[config.mk]
export PLATFORM = sky130hd
export DESIGN_NAME = fir_coef_loader
export DESIGN_NICKNAME = d
export VERILOG_FILES = /design/src/rtl/fir_coef_pkg.sv /design/src/rtl/fir_coef_debounce.sv /design/src/rtl/fir_coef_loader.sv
export SDC_FILE = /design/constraint.sdc
export NUM_CORES = 1
export LEC_CHECK = 0
export CAP_MARGIN = 15
export CORE_MARGIN = 2
export CORE_UTILIZATION = 43
export DETAILED_ROUTE_END_ITERATION = 8
export GPL_TIMING_DRIVEN = 0
export PLACE_DENSITY = 0.84
export RECOVER_POWER = 50
export SYNTH_ARGS = -nofsm -noshare
export SYNTH_HDL_FRONTEND = slang
export SYNTH_HIERARCHICAL = 1
export SYNTH_SLANG_ARGS = --single-unit
[constraint.sdc]
create_clock -name user_clk -period 1.7 [get_ports user_clk]
set_input_delay 0.34 -clock user_clk [delete_from_list [all_inputs] [get_ports user_clk]]
set_output_delay 0.34 -clock user_clk [all_outputs]
set_load 0.02 [all_outputs]
[src/rtl/fir_coef_pkg.sv]
// Shared types and sizes for the FIR coefficient loader.
// COEF_W / REG_W give the default coefficient and register-word widths.
package fir_coef_pkg;

  localparam int COEF_W = 16;
  localparam int REG_W  = 2 * COEF_W;
  localparam int CNT_W  = 16;

  typedef enum logic [1:0] {
    ST_IDLE   = 2'd0,
    ST_SETTLE = 2'd1,
    ST_ARMED  = 2'd2
  } state_t;

endpackage

[src/rtl/fir_coef_debounce.sv]
// Purpose: flags when a data word has been unchanged for STABLE_CYC consecutive enabled cycles.
// Latency: combinational stable flag on the cycle the count is reached; history is registered.
// Backpressure: none; the count restarts whenever en drops or din changes.
module fir_coef_debounce #(
  parameter int DATA_W     = 32,
  parameter int STABLE_CYC = 4
) (
  input  logic              clk,
  input  logic              rst,
  input  logic              en,
  input  logic [DATA_W-1:0] din,
  output logic              stable
);

  localparam int CW = $clog2(STABLE_CYC + 1);

  logic [CW-1:0]     cnt_q;
  logic [CW-1:0]     cnt_nxt;
  logic [DATA_W-1:0] prev_q;

  // First enabled cycle or a changed word counts as one sighting of the new value.
  always_comb begin
    cnt_nxt = cnt_q;
    if ((cnt_q == '0) || (din != prev_q)) begin
      cnt_nxt = CW'(1);
    end else if (cnt_q < CW'(STABLE_CYC)) begin
      cnt_nxt = cnt_q + CW'(1);
    end
  end

  assign stable = en && (cnt_nxt >= CW'(STABLE_CYC));

  always_ff @(posedge clk) begin
    if (rst) begin
      cnt_q  <= '0;
      prev_q <= '0;
    end else begin
      cnt_q  <= en ? cnt_nxt : '0;
      prev_q <= din;
    end
  end

endmodule

[src/rtl/fir_coef_loader.sv]
// Purpose: shadows software FIR coefficients and swaps them in on a frame sync (FIR_COEF_LOADER_DEBOUNCE_EN adds input debounce).
// Latency: coefficients change 1 cycle after the arming sync_in, aligned with sync_out.
// Backpressure: none; a commit edge while an update is pending is dropped and flagged in overrun.
module fir_coef_loader #(
  parameter int COEF_W = fir_coef_pkg::COEF_W
`ifdef FIR_COEF_LOADER_DEBOUNCE_EN
  ,
  parameter int STABLE_CYC = 4
`endif
) (
  input  logic                           user_clk,
  input  logic                           user_rst,
  input  logic [2*COEF_W-1:0]            reg_data,
  input  logic                           commit,
  input  logic                           sync_in,
  output logic                           sync_out,
  output logic [COEF_W-1:0]              coef_even,
  output logic [COEF_W-1:0]              coef_odd,
  output logic                           coef_valid,
  output logic                           pending,
  output logic                           overrun,
  output logic [fir_coef_pkg::CNT_W-1:0] update_cnt
);

  import fir_coef_pkg::*;

  localparam int RW = 2 * COEF_W;

  state_t            state_q;
  state_t            state_nxt;
  logic              commit_q;
  logic              commit_edge;
  logic              settle_done;
  logic              swap;
  logic [RW-1:0]     shadow_q;
  logic [CNT_W-1:0]  cnt_q;

  assign commit_edge = commit && !commit_q;
  assign pending     = (state_q == ST_SETTLE) || (state_q == ST_ARMED);
  assign swap        = (state_q == ST_ARMED) && sync_in;
  assign update_cnt  = cnt_q;

`ifdef FIR_COEF_LOADER_DEBOUNCE_EN
  fir_coef_debounce #(
    .DATA_W     (RW),
    .STABLE_CYC (STABLE_CYC)
  ) u_debounce (
    .clk    (user_clk),
    .rst    (user_rst),
    .en     (state_q == ST_SETTLE),
    .din    (reg_data),
    .stable (settle_done)
  );
`else
  assign settle_done = 1'b1;
`endif

  always_comb begin
    state_nxt = state_q;
    case (state_q)
      ST_IDLE:   if (commit_edge) state_nxt = ST_SETTLE;
      ST_SETTLE: if (settle_done) state_nxt = ST_ARMED;
      ST_ARMED:  if (sync_in)     state_nxt = ST_IDLE;
      default:                    state_nxt = ST_IDLE;
    endcase
  end

  always_ff @(posedge user_clk) begin
    if (user_rst) begin
      state_q    <= ST_IDLE;
      commit_q   <= 1'b0;
      sync_out   <= 1'b0;
      shadow_q   <= '0;
      coef_even  <= '0;
      coef_odd   <= '0;
      coef_valid <= 1'b0;
      overrun    <= 1'b0;
      cnt_q      <= '0;
    end else begin
      state_q  <= state_nxt;
      commit_q <= commit;
      sync_out <= sync_in;
      // Shadow tracks reg_data only while settling; frozen once armed.
      if (state_q == ST_SETTLE) begin
        shadow_q <= reg_data;
      end
      if (swap) begin
        coef_even  <= shadow_q[RW-1 -: COEF_W];
        coef_odd   <= shadow_q[COEF_W-1:0];
        coef_valid <= 1'b1;
        cnt_q      <= cnt_q + CNT_W'(1);
      end
      if (commit_edge && pending) begin
        overrun <= 1'b1;
      end
    end
  end

endmodule

# After elaboration in Yosys (flattened, before gate mapping)
# Cells that the tools add are included.
# classes
n_addsub,1
n_eq_ne,4
mux,3
n_reduce_logical,7
# op_table
operator,count
16-bit by 1-bit adder with 16-bit output (second input constant),1
2-bit case mux with 3 select lines,1
2-bit 2-to-1 mux,2
2-bit != test (second input constant),2
1-bit logical AND,3
2-bit by 1-bit == test with 1-bit output (second input constant),1
2-bit == test (second input constant),1
2-bit logical NOT,1
2-bit AND reduction,1
1-bit logical NOT,1
1-bit logical OR,1
# word_totals
regBits,86
output_inout_bits,52
elab_cells,24

# Depth between registers and ports, before layout
# depth
ltp_word,4
depth_mapped,7
ltp_nobuf,6

# Worst setup path after synthesis
# OpenSTA, ideal clock, no wires.
# synth_path
kind,register to register
startpoint,register state_q[0]
endpoint,"register cnt_q[15], in the netlist update_cnt[15]"
setup_ns,0.070
t_arrival_ns,1.633
path_slack_ns,-0.003
stages_incl_launch_ff,7
synth_period_minus_slack_ns,1.703
path_cell_list,dfxtp_1 > inv_1 > ha_1 > nand3_1 > or2_1 > or4_1 > a21oi_1
# synth_between
elab_chain_len,2
# synth_rtl
item,line,rtl
"start, declared",fir_coef_loader.sv:29,state_t state_q;
"start signal, assigned",fir_coef_loader.sv:80,state_q <= state_nxt;
2-bit == test,fir_coef_loader.sv:40,assign swap = (state_q == ST_ARMED) && sync_in;
1-bit logical AND,fir_coef_loader.sv:40,
"end signal, assigned",fir_coef_loader.sv:91,cnt_q <= cnt_q + CNT_W'(1);
"end, declared",fir_coef_loader.sv:36,logic [CNT_W-1:0] cnt_q;
# No other way between the ends.
# A chain may end at the register's enable or synchronous reset.

# Worst setup path after layout
# Ends and elaborated chain as after synthesis.

==> results.cfg <==
[job]
maxCapViolCount = 0

[sta]
setup_tns_ns = -0.00334
fmax_mhz = 587
relSlewSlack_pct = 63.6
finalClockSkew_ns = 0.00783
setup_slack_ns = -0.00334
grt_setup_unrepaired = true
fin_crit_ns = 1.70
tightest_slew_ns = 0.545
finalCritPeriodShare_pct = 100
final_hold_viol_count = 0
finalSetupViolCount = 1
maxSlewViolCount = 0

[setup_path]
critical_path.cell_chain = inv_2, ha_4, nand3_2, or2_4, or4_1, a21oi_2
path_class = flip-flop to flip-flop
slowest_delay_ns = 0.50
worst-endpoint-arrival_ns = 1.98
startpoint_type = flip-flop
path_delay_family = simple AND/OR/NAND/NOR gates
crit_slowest_cell = or4_1
crit-reg2reg-launch = state_q[0]
worstSetupEndpointType = flip-flop
cp.depth = 6
reg2reg_setup_slack_ns = -0.003
cp-startpoint = state_q[0]
crit_buf_inv = 1
reg2reg_depth = 6
crit_fanout = 5
cp.required_ns = 1.97

[status]
status = finished, violations left
violations = negative setup slack

[min_path]
hold_path.class = primary input to flip-flop
holdCritStartpoint = sync_in
min_path_cells = 2

[synth]
yosys_warnings = 6
netlist_area_um2 = 3190
synth_nets = 394
synth_top_cell_by_area = dfxtp_1
synth_top_area_share_pct = 53.9
synth_area_per_cell_um2 = 9.07
ys_seq_area_share_pct = 53.9
synthesis.instances = 352
synth_edf_count = 0
ys_async_sr_fraction_pct = 0
synth-seq-cells = 86
yosysMostFrequentCell = dfxtp_1
synthDistinctLibCells = 30
yosys-top-cells-area = dfxtp_1, mux2i_1, nand2_1, a21oi_1, nor2_1
synth_commonest_cells = dfxtp_1, nand2_1, nor2_1, a21oi_1, mux2i_1
synthFlopType = dfxtp_1

[global_route]
grt_pass1_wl_um = 12200
grt_util_all_layers_pct = 18.4
grt_pass1_vias = 2638
grt_antenna_before_repair = 0
grt_max_degree = 14
overflow = 0

[die]
initial_core_util_pct = 44.2
die_w_um = 90.2
ios = 88
die-area_um2 = 8130
core_area_um2 = 7210
die_h_um = 90.2
rows = 31

[pwr]
leakage_nw = 1.67
irDropWorstVdd_v = 0.000500
p_per_area_nw_per_um2 = 1080

[clock_tree]
h-tree-depth = 3
cts_tree = built
cts_made_buffers = 9
cts_setup_buffers = 0
cts_sinks = 86
cts_root_buf = clkbuf_8
clkSlewWorstSetupHoldPaths_ns = 0.08
clkLatencyLatePin_ns = 0.34
cts_buffer_depth = 2
postCtsHoldBufs = 0

[final_layout]
nNetsFinal = 488
area_growth_pct = 38.0
drive_above_1_share_pct = 7.33
antenna_cells = 0

[routing]
wl_per_cell_um = 13.7
drc = 0
vias_per_cell = 4.90
ant_nets = 0
num_vias = 2691
drtIter0Drc = 112
drt-pass1-iter-count = 4
finalWirelength_um = 7510

[placement]
place_hpwl_um = 5230
gp_congestion = 0.782
dp_slack_ns = -0.487
portBuffers = 86
[cell type report]
type,count,area [µm²]
Timing Repair Buffer,86,837
Clock buffer,12,155
Tap cell,99,124
Fill cell,644,2810
Inverter,3,11.3
Sequential cell,86,1720
Buffer,19,88.8
Multi-Input combinational cell,241,1400
Clock inverter,3,67.6
[repair_timing]
| action | 4_1_cts | 5_1_grt |
|---|---|---|
| endpoints found under the setup margin | 46 | 55 |
| hold endpoints to repair | 0 | 0 |
| cloned | 0 | 0 |
| pin swaps | 0 | 0 |
| resized for setup | 26 | 13 |
[where the power goes]
part / switching (mW) / leakage, nW / internal, mW
combinational: 0.469 / 0.861 / 0.427
sequential: 0.0953 / 0.698 / 2.19
clock: 0.687 / 0.109 / 0.902
[metrics by stage]
stage	cells	power, mW	cell area [µm²]	hold slack [ns]	utilization, %
floorplan	352	2.92	3190	0.431	-
global placement	537	3.18	4180	0.436	57.9
detailed placement	537	3.21	4180	0.447	57.9
CTS	550	4.79	4390	0.459	60.9
global route	549	4.99	4400	0.397	61.0
finish	549	4.77	4400	0.408	61.0
[worst paths after layout]
path / end
worst max-delay path: update_cnt[15]
worst min-delay path: sync_out
worst max register to register: update_cnt[15]
worst min register to register: coef_even[1]
[layout by cell type (no fill, tap or decap), drive strengths merged, types with 2 or more instances in the layout]
master,instances
a21oi,37
nor3,2
mux2i,34
xor2,6
or3,2
nor4,2
bufinv,2
inv,3
clkdlybuf4s50,68
nand2,74
nand4,5
o21ai,2
dlymetal6s2s,2
ha,6
buf,6
nor2b,2
nand3,3
xnor2,6
nor2,49
dfxtp,86
and4,3
clkbuf,27
dlygate4sd2,14
[worst register-to-register path: stages (launching register included)]
cell,delay [ns]
dfxtp_2,0.34
inv_2,0.09
ha_4,0.17
nand3_2,0.12
or2_4,0.28
or4_1,0.50
a21oi_2,0.15
[flip-flops by register name, indices dropped and copies added, names as in the netlist]
signal,flops
sync_out,1
coef_valid,1
coef_odd,16
update_cnt,16
overrun,1
state_q,2
commit_q,1
shadow_q,32
coef_even,16
[per-layer routing]
metal  vias to the layer above  GRT usage (%)  share of wire [%]
met5                         -              0                  0
met4                         0           8.21                1.8
met3                        14           4.19                5.2
met2                        75           32.1                 49
met1                      1257           21.6                 44
li1                       1345              -                  -
[kinds of logic after synthesis]
group           count (synthesis)  synth area share, %
compound gates                 41                 6.55
xor+xnor                       12                 3.29
fa+ha+maj                       6                 2.35
buf+inv                        25                 3.06
flops                          86                 53.9
mux                            34                 10.7
simple gates                  148                 20.1
No activity file was read; power rests on OpenSTA's default activity.
